### config.mk
export PLATFORM = sky130hd
export DESIGN_NAME = instruction_fetch
export DESIGN_NICKNAME = d
export VERILOG_FILES = /design/src/rtl/cpu_pkg.sv /design/src/rtl/instruction_fetch_hold.sv /design/src/rtl/instruction_fetch.sv
export SDC_FILE = /design/constraint.sdc
export NUM_CORES = 1
export LEC_CHECK = 0
export ABC_CLOCK_PERIOD_IN_PS = 2400
export BUFFER_PORTS_ARGS = -buffer_cell sky130_fd_sc_hd__buf_2
export CAP_MARGIN = 20
export CELL_PAD_IN_SITES_DETAIL_PLACEMENT = 0
export CELL_PAD_IN_SITES_GLOBAL_PLACEMENT = 1
export CORE_ASPECT_RATIO = 0.75
export CORE_MARGIN = 2
export CORE_UTILIZATION = 37
export CTS_CLUSTER_DIAMETER = 30
export DETAILED_ROUTE_END_ITERATION = 16
export GPL_TIMING_DRIVEN = 0
export HOLD_SLACK_MARGIN = 0.02
export PLACE_DENSITY = 0.82
export SYNTH_ARGS = -nofsm -noshare
export SYNTH_HDL_FRONTEND = slang
export SYNTH_SLANG_ARGS = --single-unit
### constraint.sdc
create_clock -name clk -period 2.4 [get_ports clk]
set_clock_uncertainty 0.05 [all_clocks]
set_input_delay 0.48 -clock clk [delete_from_list [all_inputs] [get_ports clk]]
set_output_delay 0.48 -clock clk [all_outputs]
set_load 0.02 [all_outputs]
### src/rtl/cpu_pkg.sv
// cpu_pkg: shared fetch constants, bubble instruction and fetch FSM state type
package cpu_pkg;
  localparam int XLEN = 32;
  localparam logic [31:0] NOP_INSTR = 32'h0000_0013;
  localparam logic [31:0] RESET_PC_DEFAULT = 32'h0000_1000;
  typedef enum logic [1:0] {FETCH, HOLD, DISCARD} fetch_state_t;
endpackage

### src/rtl/instruction_fetch_hold.sv
// instruction_fetch_hold: one-entry buffer parking a fetched word while decode stalls
module instruction_fetch_hold
  import cpu_pkg::*;
(
  input  logic            clk,
  input  logic            rst,
  input  logic            load,
  input  logic            clear,
  input  logic [XLEN-1:0] data_in,
  input  logic [XLEN-1:0] addr_in,
  output logic [XLEN-1:0] data_out,
  output logic [XLEN-1:0] addr_out,
  output logic            full
);
  logic [XLEN-1:0] data_q, data_d, addr_q, addr_d;
  logic full_q, full_d;
  always_comb begin
    data_d = load ? data_in : data_q;
    addr_d = load ? addr_in : addr_q;
    full_d = load | (full_q & ~clear);
  end
  always_ff @(posedge clk) begin
    if (rst) begin
      data_q <= '0;
      addr_q <= '0;
      full_q <= 1'b0;
    end else begin
      data_q <= data_d;
      addr_q <= addr_d;
      full_q <= full_d;
    end
  end
  assign data_out = data_q;
  assign addr_out = addr_q;
  assign full = full_q;
endmodule

### src/rtl/instruction_fetch.sv
// instruction_fetch: FETCH/HOLD/DISCARD fetch unit with jump flush; IF_PERF_COUNTERS_EN adds fetch/discard counters
module instruction_fetch #(
  parameter logic [31:0] RESET_PC = cpu_pkg::RESET_PC_DEFAULT,
  parameter logic [31:0] NOP_INSTR = cpu_pkg::NOP_INSTR
) (
  input  logic        clk,
  input  logic        rst,
  input  logic        jump_flag_ex,
  input  logic [31:0] jump_address_ex,
  input  logic        stall,
  output logic        imem_req,
  output logic [31:0] imem_addr,
  input  logic        imem_ack,
  input  logic [31:0] imem_rdata,
  output logic [31:0] instruction,
  output logic [31:0] instruction_address,
  output logic        instruction_valid,
  output logic        pre_jump_flag_id
`ifdef IF_PERF_COUNTERS_EN
  ,
  output logic [31:0] fetch_count,
  output logic [31:0] discard_count
`endif
);
  import cpu_pkg::*;
  fetch_state_t state_q, state_d;
  logic [31:0] pc_q, pc_d, disc_addr_q, disc_addr_d;
  logic [31:0] instr_q, instr_d, instr_addr_q, instr_addr_d;
  logic valid_q, valid_d, flush_q, flush_d;
  logic hold_load, hold_clear, hold_full;
  logic [31:0] hold_data, hold_addr;
  instruction_fetch_hold u_hold (
    .clk      (clk),
    .rst      (rst),
    .load     (hold_load),
    .clear    (hold_clear),
    .data_in  (imem_rdata),
    .addr_in  (pc_q),
    .data_out (hold_data),
    .addr_out (hold_addr),
    .full     (hold_full)
  );
  always_comb begin
    state_d = state_q;
    pc_d = pc_q;
    disc_addr_d = disc_addr_q;
    instr_d = instr_q;
    instr_addr_d = instr_addr_q;
    valid_d = valid_q;
    flush_d = jump_flag_ex;
    hold_load = 1'b0;
    hold_clear = 1'b0;
    if (jump_flag_ex) begin
      pc_d = {jump_address_ex[31:2], 2'b00};
      instr_d = NOP_INSTR;
      valid_d = 1'b0;
      hold_clear = 1'b1;
      state_d = (state_q == HOLD || imem_ack) ? FETCH : DISCARD;
      if (state_q == FETCH) disc_addr_d = pc_q;
    end else if (state_q == HOLD) begin
      if (!stall && hold_full) begin
        instr_d = hold_data;
        instr_addr_d = hold_addr;
        valid_d = 1'b1;
        hold_clear = 1'b1;
        state_d = FETCH;
      end
    end else if (imem_ack) begin
      if (state_q == DISCARD) begin
        state_d = FETCH;
      end else begin
        pc_d = pc_q + 32'd4;
        if (stall) begin
          hold_load = 1'b1;
          state_d = HOLD;
        end else begin
          instr_d = imem_rdata;
          instr_addr_d = pc_q;
          valid_d = 1'b1;
        end
      end
    end
  end
  always_ff @(posedge clk) begin
    if (rst) begin
      state_q <= FETCH;
      pc_q <= {RESET_PC[31:2], 2'b00};
      disc_addr_q <= '0;
      instr_q <= NOP_INSTR;
      instr_addr_q <= '0;
      valid_q <= 1'b0;
      flush_q <= 1'b0;
    end else begin
      state_q <= state_d;
      pc_q <= pc_d;
      disc_addr_q <= disc_addr_d;
      instr_q <= instr_d;
      instr_addr_q <= instr_addr_d;
      valid_q <= valid_d;
      flush_q <= flush_d;
    end
  end
  assign imem_req = !rst && state_q != HOLD;
  assign imem_addr = state_q == DISCARD ? disc_addr_q : pc_q;
  assign instruction = instr_q;
  assign instruction_address = instr_addr_q;
  assign instruction_valid = valid_q;
  assign pre_jump_flag_id = flush_q;
`ifdef IF_PERF_COUNTERS_EN
  logic [31:0] fetch_count_q, fetch_count_d, discard_count_q, discard_count_d;
  always_comb begin
    fetch_count_d = fetch_count_q + {31'd0, imem_ack && state_q == FETCH && !jump_flag_ex};
    discard_count_d = discard_count_q + {31'd0, imem_ack && (state_q == DISCARD || (state_q == FETCH && jump_flag_ex))};
  end
  always_ff @(posedge clk) begin
    if (rst) begin
      fetch_count_q <= '0;
      discard_count_q <= '0;
    end else begin
      fetch_count_q <= fetch_count_d;
      discard_count_q <= discard_count_d;
    end
  end
  assign fetch_count = fetch_count_q;
  assign discard_count = discard_count_q;
`endif
endmodule

# ---- After elaboration in Yosys (flattened, before gate mapping)
# Index checks and enable logic that the tools add are counted.
dict set report word_totals {
  rom_bits 0
  ramBits 0
  input_bits 69
  latch_bits 0
  register_bits 197
  n_memories 0
}
dict set report op_classes {
  n_bitwise 6
  multipliers 0
  order_cmp 0
  reduce_logical 17
  div 0
  addsub 1
  muxes 35
  shift 0
  n_eq_ne 9
}
# operator count
set ops {}
lappend ops {{$mux W32} 15}
lappend ops {{$add A32 B3 Y32 const B} 1}
lappend ops {{$mux W2} 7}
lappend ops {{$mux W1} 13}
lappend ops {{$reduce_and A3 Y1} 3}
lappend ops {{$ne A2 B1 Y1 const B} 3}
lappend ops {{$ne A2 B2 Y1 const B} 3}
lappend ops {{$reduce_and A5 Y1} 1}
lappend ops {{$not A1 Y1} 4}
lappend ops {{$reduce_and A4 Y1} 1}
lappend ops {{$reduce_bool A2 Y1} 2}
lappend ops {{$reduce_bool A4 Y1} 1}
lappend ops {{$ne A3 B2 Y1 const B} 1}
lappend ops {{$reduce_bool A3 Y1} 1}
lappend ops {{$eq A2 B1 Y1 const B} 1}
lappend ops {{$eq A2 B2 Y1 const B} 1}
lappend ops {{$logic_and A1 B1 Y1} 2}
lappend ops {{$logic_not A1 Y1} 2}
lappend ops {{$logic_not A2 Y1} 1}
lappend ops {{$reduce_and A2 Y1} 1}
lappend ops {{$reduce_or A2 Y1} 1}
lappend ops {{$and A1 B1 Y1} 1}
lappend ops {{$logic_or A1 B1 Y1} 1}
lappend ops {{$or A1 B1 Y1} 1}

# ---- Logic depth before layout (Yosys ltp)
dict set report logic_depth {
  depth_word 8
  ltp_mapped 10
  mapped_depth_nobuf 6
}

# ---- Modules after synthesis
# Synthesis repeated with hierarchy kept, for this count alone.
dict set report hier_totals {
  hier_cells 939
  area_unflattened_um2 8620.8
}
# mod cells_each instances area_each_um2 seq_area_each_um2
set by_module_without_submodules {}
lappend by_module_without_submodules {instruction_fetch 729 1 6276.0 2562.5}
lappend by_module_without_submodules {instruction_fetch_hold 210 1 2344.7 1301.2}

# ---- Worst setup path after synthesis
# No wires, ideal clock.
dict set report synth_path {
  kind {register to register}
  startpoint {reg state_q[1]}
  endpoint {reg pc_q[15]}
  path_slack_ns 0.001
  arrival_time_ns 2.258
  synth_period_minus_slack_ns 2.399
  t_required_ns 2.259
  path_buffers 3
  path_stages_with_launch 10
  cell_sequence {dfxtp_1 -> inv_1 -> ha_1 -> buf_6 -> or3b_1 -> buf_2 -> or4_4 -> buf_6 -> or3_1 -> a311oi_1}
}
dict set report synth_via {
  elab_chain_cells 3
  word_cells_on_any_way 5
  classes_between {eq/ne: 4; reduce/logical: 1}
}
# element line_no
set synth_lines {}
lappend synth_lines {{start, declared} instruction_fetch.sv:26} ;# fetch_state_t state_q, state_d;
lappend synth_lines {{start signal, assigned} instruction_fetch.sv:94} ;# state_q <= state_d;
lappend synth_lines {{$eq A2 B2 Y1 or $eq A2 B1 Y1 (tied branches)} {instruction_fetch.sv:69, instruction_fetch.sv:60}}
lappend synth_lines {{$ne A2 B2 Y1 (no source line)} n/a}
lappend synth_lines {{$reduce_and A3 Y1 (no source line) *} n/a}
lappend synth_lines {{end signal, assigned} instruction_fetch.sv:87} ;# pc_q <= {RESET_PC[31:2], 2'b00};
lappend synth_lines {{end signal, assigned} instruction_fetch.sv:95} ;# pc_q <= pc_d;
lappend synth_lines {{end, declared} instruction_fetch.sv:27} ;# logic [31:0] pc_q, pc_d, disc_addr_q, disc_addr_d;
# Every way passes the cells marked *; elsewhere a longest branch is shown, timed or not.
# A chain may end at the register's enable or synchronous reset.

# ---- Worst setup path after layout
dict set report layout_path {
  startpoint {reg state_q[0]}
  endpoint {reg pc_q[15]}
}
# The elaborated chain is that of the path after synthesis.

==> reports/qor.yml <==
floorplan:
  row_count: 47
  core_area_mm2: 0.0222
  dieWidth_um: 178
  die_h_um: 134
  initial_core_util: 0.378
  die_area_mm2: 0.0239
  io_pins: 168
cts:
  cts_root_buffer: "clkbuf_16"
  cts_num_sinks: 189
  cts_tree: "yes"
  path_clk_slew_ns: 0.08
  cts_buffer_depth: 2
  cts-htree-levels: 4
  cts_buffers: 17
  clkLatencyLatePin_ns: 0.44
placement:
  dp_hpwl_mm: 17.5
  post_dp_cell_area_mm2: 0.00958
  pre_cts_slack_ns: -0.963
  port_buffers: 159
  placedCellCount: 1387
  place_congestion: 0.809
status:
  status: "finished clean"
synth:
  dominantRegCellSynth: "dfxtp_1"
  yosys.area_share.xor_xnor: 0.0104
  synthTopCellsByArea: "dfxtp_1 45%, mux2i_1 15%, nor2_1 6.7%"
  avgSynthCellArea_um2: 9.02
  synth_cells: 930
  async_reset_ff_frac: 0
  ys_warn_count: 0
  ys_ff_latch: 189
  yosysSeqAreaShare: 0.451
  synth_cell_types: 50
  syn-cell-area_mm2: 0.00839
  synth_top_family_by_area: "multiplexers"
  muxShareOfSynthArea: 0.184
  synth-compound-area-share: 0.127
  yosys.area.top_type: "dfxtp_1"
  synth_enable_flop_cells: 0
  synthAdderAreaFrac: 0.00597
  synthSimpleGateAreaFrac: 0.169
  yosysTopAreaCellShare: 0.451
drt:
  vias: 7364
  drc: 0
  antenna_left: 0
  wl_mm: 24.8
  avgRoutedWirePerCell_um: 17.3
  drt_iter0_drc: 540
  viasPerCell: 5.14
  firstDrtPassIters: 4
setup_path:
  crit_type: "reg2reg"
  worstPathRequired_ns: 2.71
  worstPathArrival_ns: 2.68
  cp-end-kind: "register"
  start_kind: "register"
  ff2ff_setup_slack_ns: 0.03
  worstPathMaxFanout: 7
run:
  drv_cap: 0
layout:
  final_nets: 1196
  syn_to_final_growth_pct: 27.8
  fill_cells: 2143
  final_cell_mix: "186 x dfxtp_1, 150 x nor2_1, 146 x buf_2"
  drive_gt1_frac: 0.261
  fin_area_mm2: 0.0107
  fin_cells: 1432
  layout_commonest_cell: "dfxtp_1"
timing:
  setup_viol: 0
  worst_slack_ns: 0.0253
  period_share: 0.989
  hold_viol: 0
  relSlewSlack: 0.492
  layout_min_cycle_time_ns: 2.37
  max_freq_mhz: 421
  rsz0062_at_grt: "yes"
  tightest_slew_ns: 0.762
  maxSlewViolCount: 0
global_route:
  grt_max_degree: 20
  grt_use_total: 0.205
  grt_antenna_before_repair: 3
  grt.overflow.total: 0
  first_global_vias: 6665
  grt_pass1_wl_mm: 37.7
pwr:
  swShare: 0.294
  pwr-share-clk: 0.394
  switchingPower_mw: 2.17
  p_leak_nw: 4.10
  power_frac_comb: 0.149
  p_per_area_mw_per_mm2: 688
  ir_worst_vdd_uv: 419
  p_seq_frac: 0.458
  p_int_mw: 5.21
worst_hold_path:
  hold_class: "in2reg"
==> path summary, 6_finish.rpt <==
check,depth (start not counted),from,endpoint
worst max-delay path,7,state_q[0],pc_q[15]
worst min register to register,2,disc_addr_q[13],disc_addr_q[13]
worst min-delay path,2,jump_address_ex[18],pc_q[18]
worst max register to register,7,state_q[0],pc_q[15]
==> critical path, cell delays in order, from the launching register on <==
cell and delay (ns):
dfxtp_2 0.33, buf_6 0.11, ha_4 0.17, or3b_4 0.43, or4_4 0.48, buf_6 0.16
or3_1 0.31, a311oi_1 0.25
==> area by class of cell <==
cell class	instances	area, um^2	area share
diodes	2	5.00	0.000467
flip-flops and latches	189	3790	0.353
multi-input cells	642	4370	0.408
clock inverters	15	179	0.0167
repair buffers	179	1080	0.101
plain buffers	85	470	0.0439
inverters	9	33.8	0.00315
clock buffers	17	425	0.0397
well taps	294	368	0.0343
==> power by group through the flow <==
stage	clock network (mW)	registers, mW	logic (mW)
floorplan	0	3.47	0.605
global placement	0	3.42	0.989
detailed placement	0	3.43	1.00
CTS	2.96	3.36	1.03
global route	3.09	3.39	1.19
finish	2.91	3.38	1.10
==> registers in the layout, indices dropped and copies added, names as in the netlist <==
name                 cells
instruction             32
u_hold.data_out         32
disc_addr_q             30
instruction_address     30
pc_q                    30
u_hold.addr_out         30
state_q                  2
instruction_valid        1
pre_jump_flag_id         1
u_hold.full              1
==> metal layers <==
layer | wire length, um | vias to the layer above | track usage
li1 | - | 3661 | -
met1 | 12500 | 3476 | 0.310
met2 | 10600 | 208 | 0.294
met3 | 1470 | 19 | 0.0431
met4 | 239 | 0 | 0.0505
met5 | 0 | - | 0
==> kinds of logic (layout without fill, tap and decap cells) <==
| kind of cell | count (synthesis) | in the layout |
|---|---|---|
| AND/OR/NAND/NOR | 318 | 318 |
| flip-flops | 189 | 189 |
| AO/OA/AOI/OAI | 155 | 155 |
| multiplexers | 151 | 151 |
| buffers and inverters | 102 | 305 |
| XOR/XNOR | 10 | 10 |
| adder cells (fa/ha/maj) | 4 | 4 |
| other | 1 | 6 |
==> what timing repair did <==
item / 4_1_cts / 5_1_grt
setup buffers: 10 / 6
resized for setup: 50 / 84
hold endpoints to repair: 0 / 0
setup endpoints to repair: 175 / 129
hold buffers: 0 / 0
pin swaps: 1 / 5
cloned: 0 / 3
==> metrics by stage <==
stage	setup TNS (ns)	power [mW]	utilization	hold slack, ns
after detailed placement	-84.18	4.43	0.432	0.393
after global placement	-90.85	4.41	0.431	0.388
after floorplan	0	4.07	-	0.383
after CTS	-0.0206	7.35	0.469	0.213
after global routing	-0.0816	7.68	0.483	0.215
final	0	7.38	0.483	0.224
==> synthesized netlist by cell type, drive strengths merged, types with 3 or more instances <==
cell type / number
or3: 11
and4: 5
dfxtp: 189
nand2: 87
xor2: 8
ha: 4
clkbuf: 68
a2111oi: 4
and3: 6
mux2i: 124
a311oi: 14
nor3: 6
nand3: 13
mux2: 27
nor2: 150
o211ai: 3
o21ai: 12
nor3b: 4
inv: 9
nor4: 5
nand4: 9
buf: 25
or2: 3
o31ai: 5
a211oi: 68
or4: 10
a21oi: 37
No activity file was read; power rests on OpenSTA's default activity.
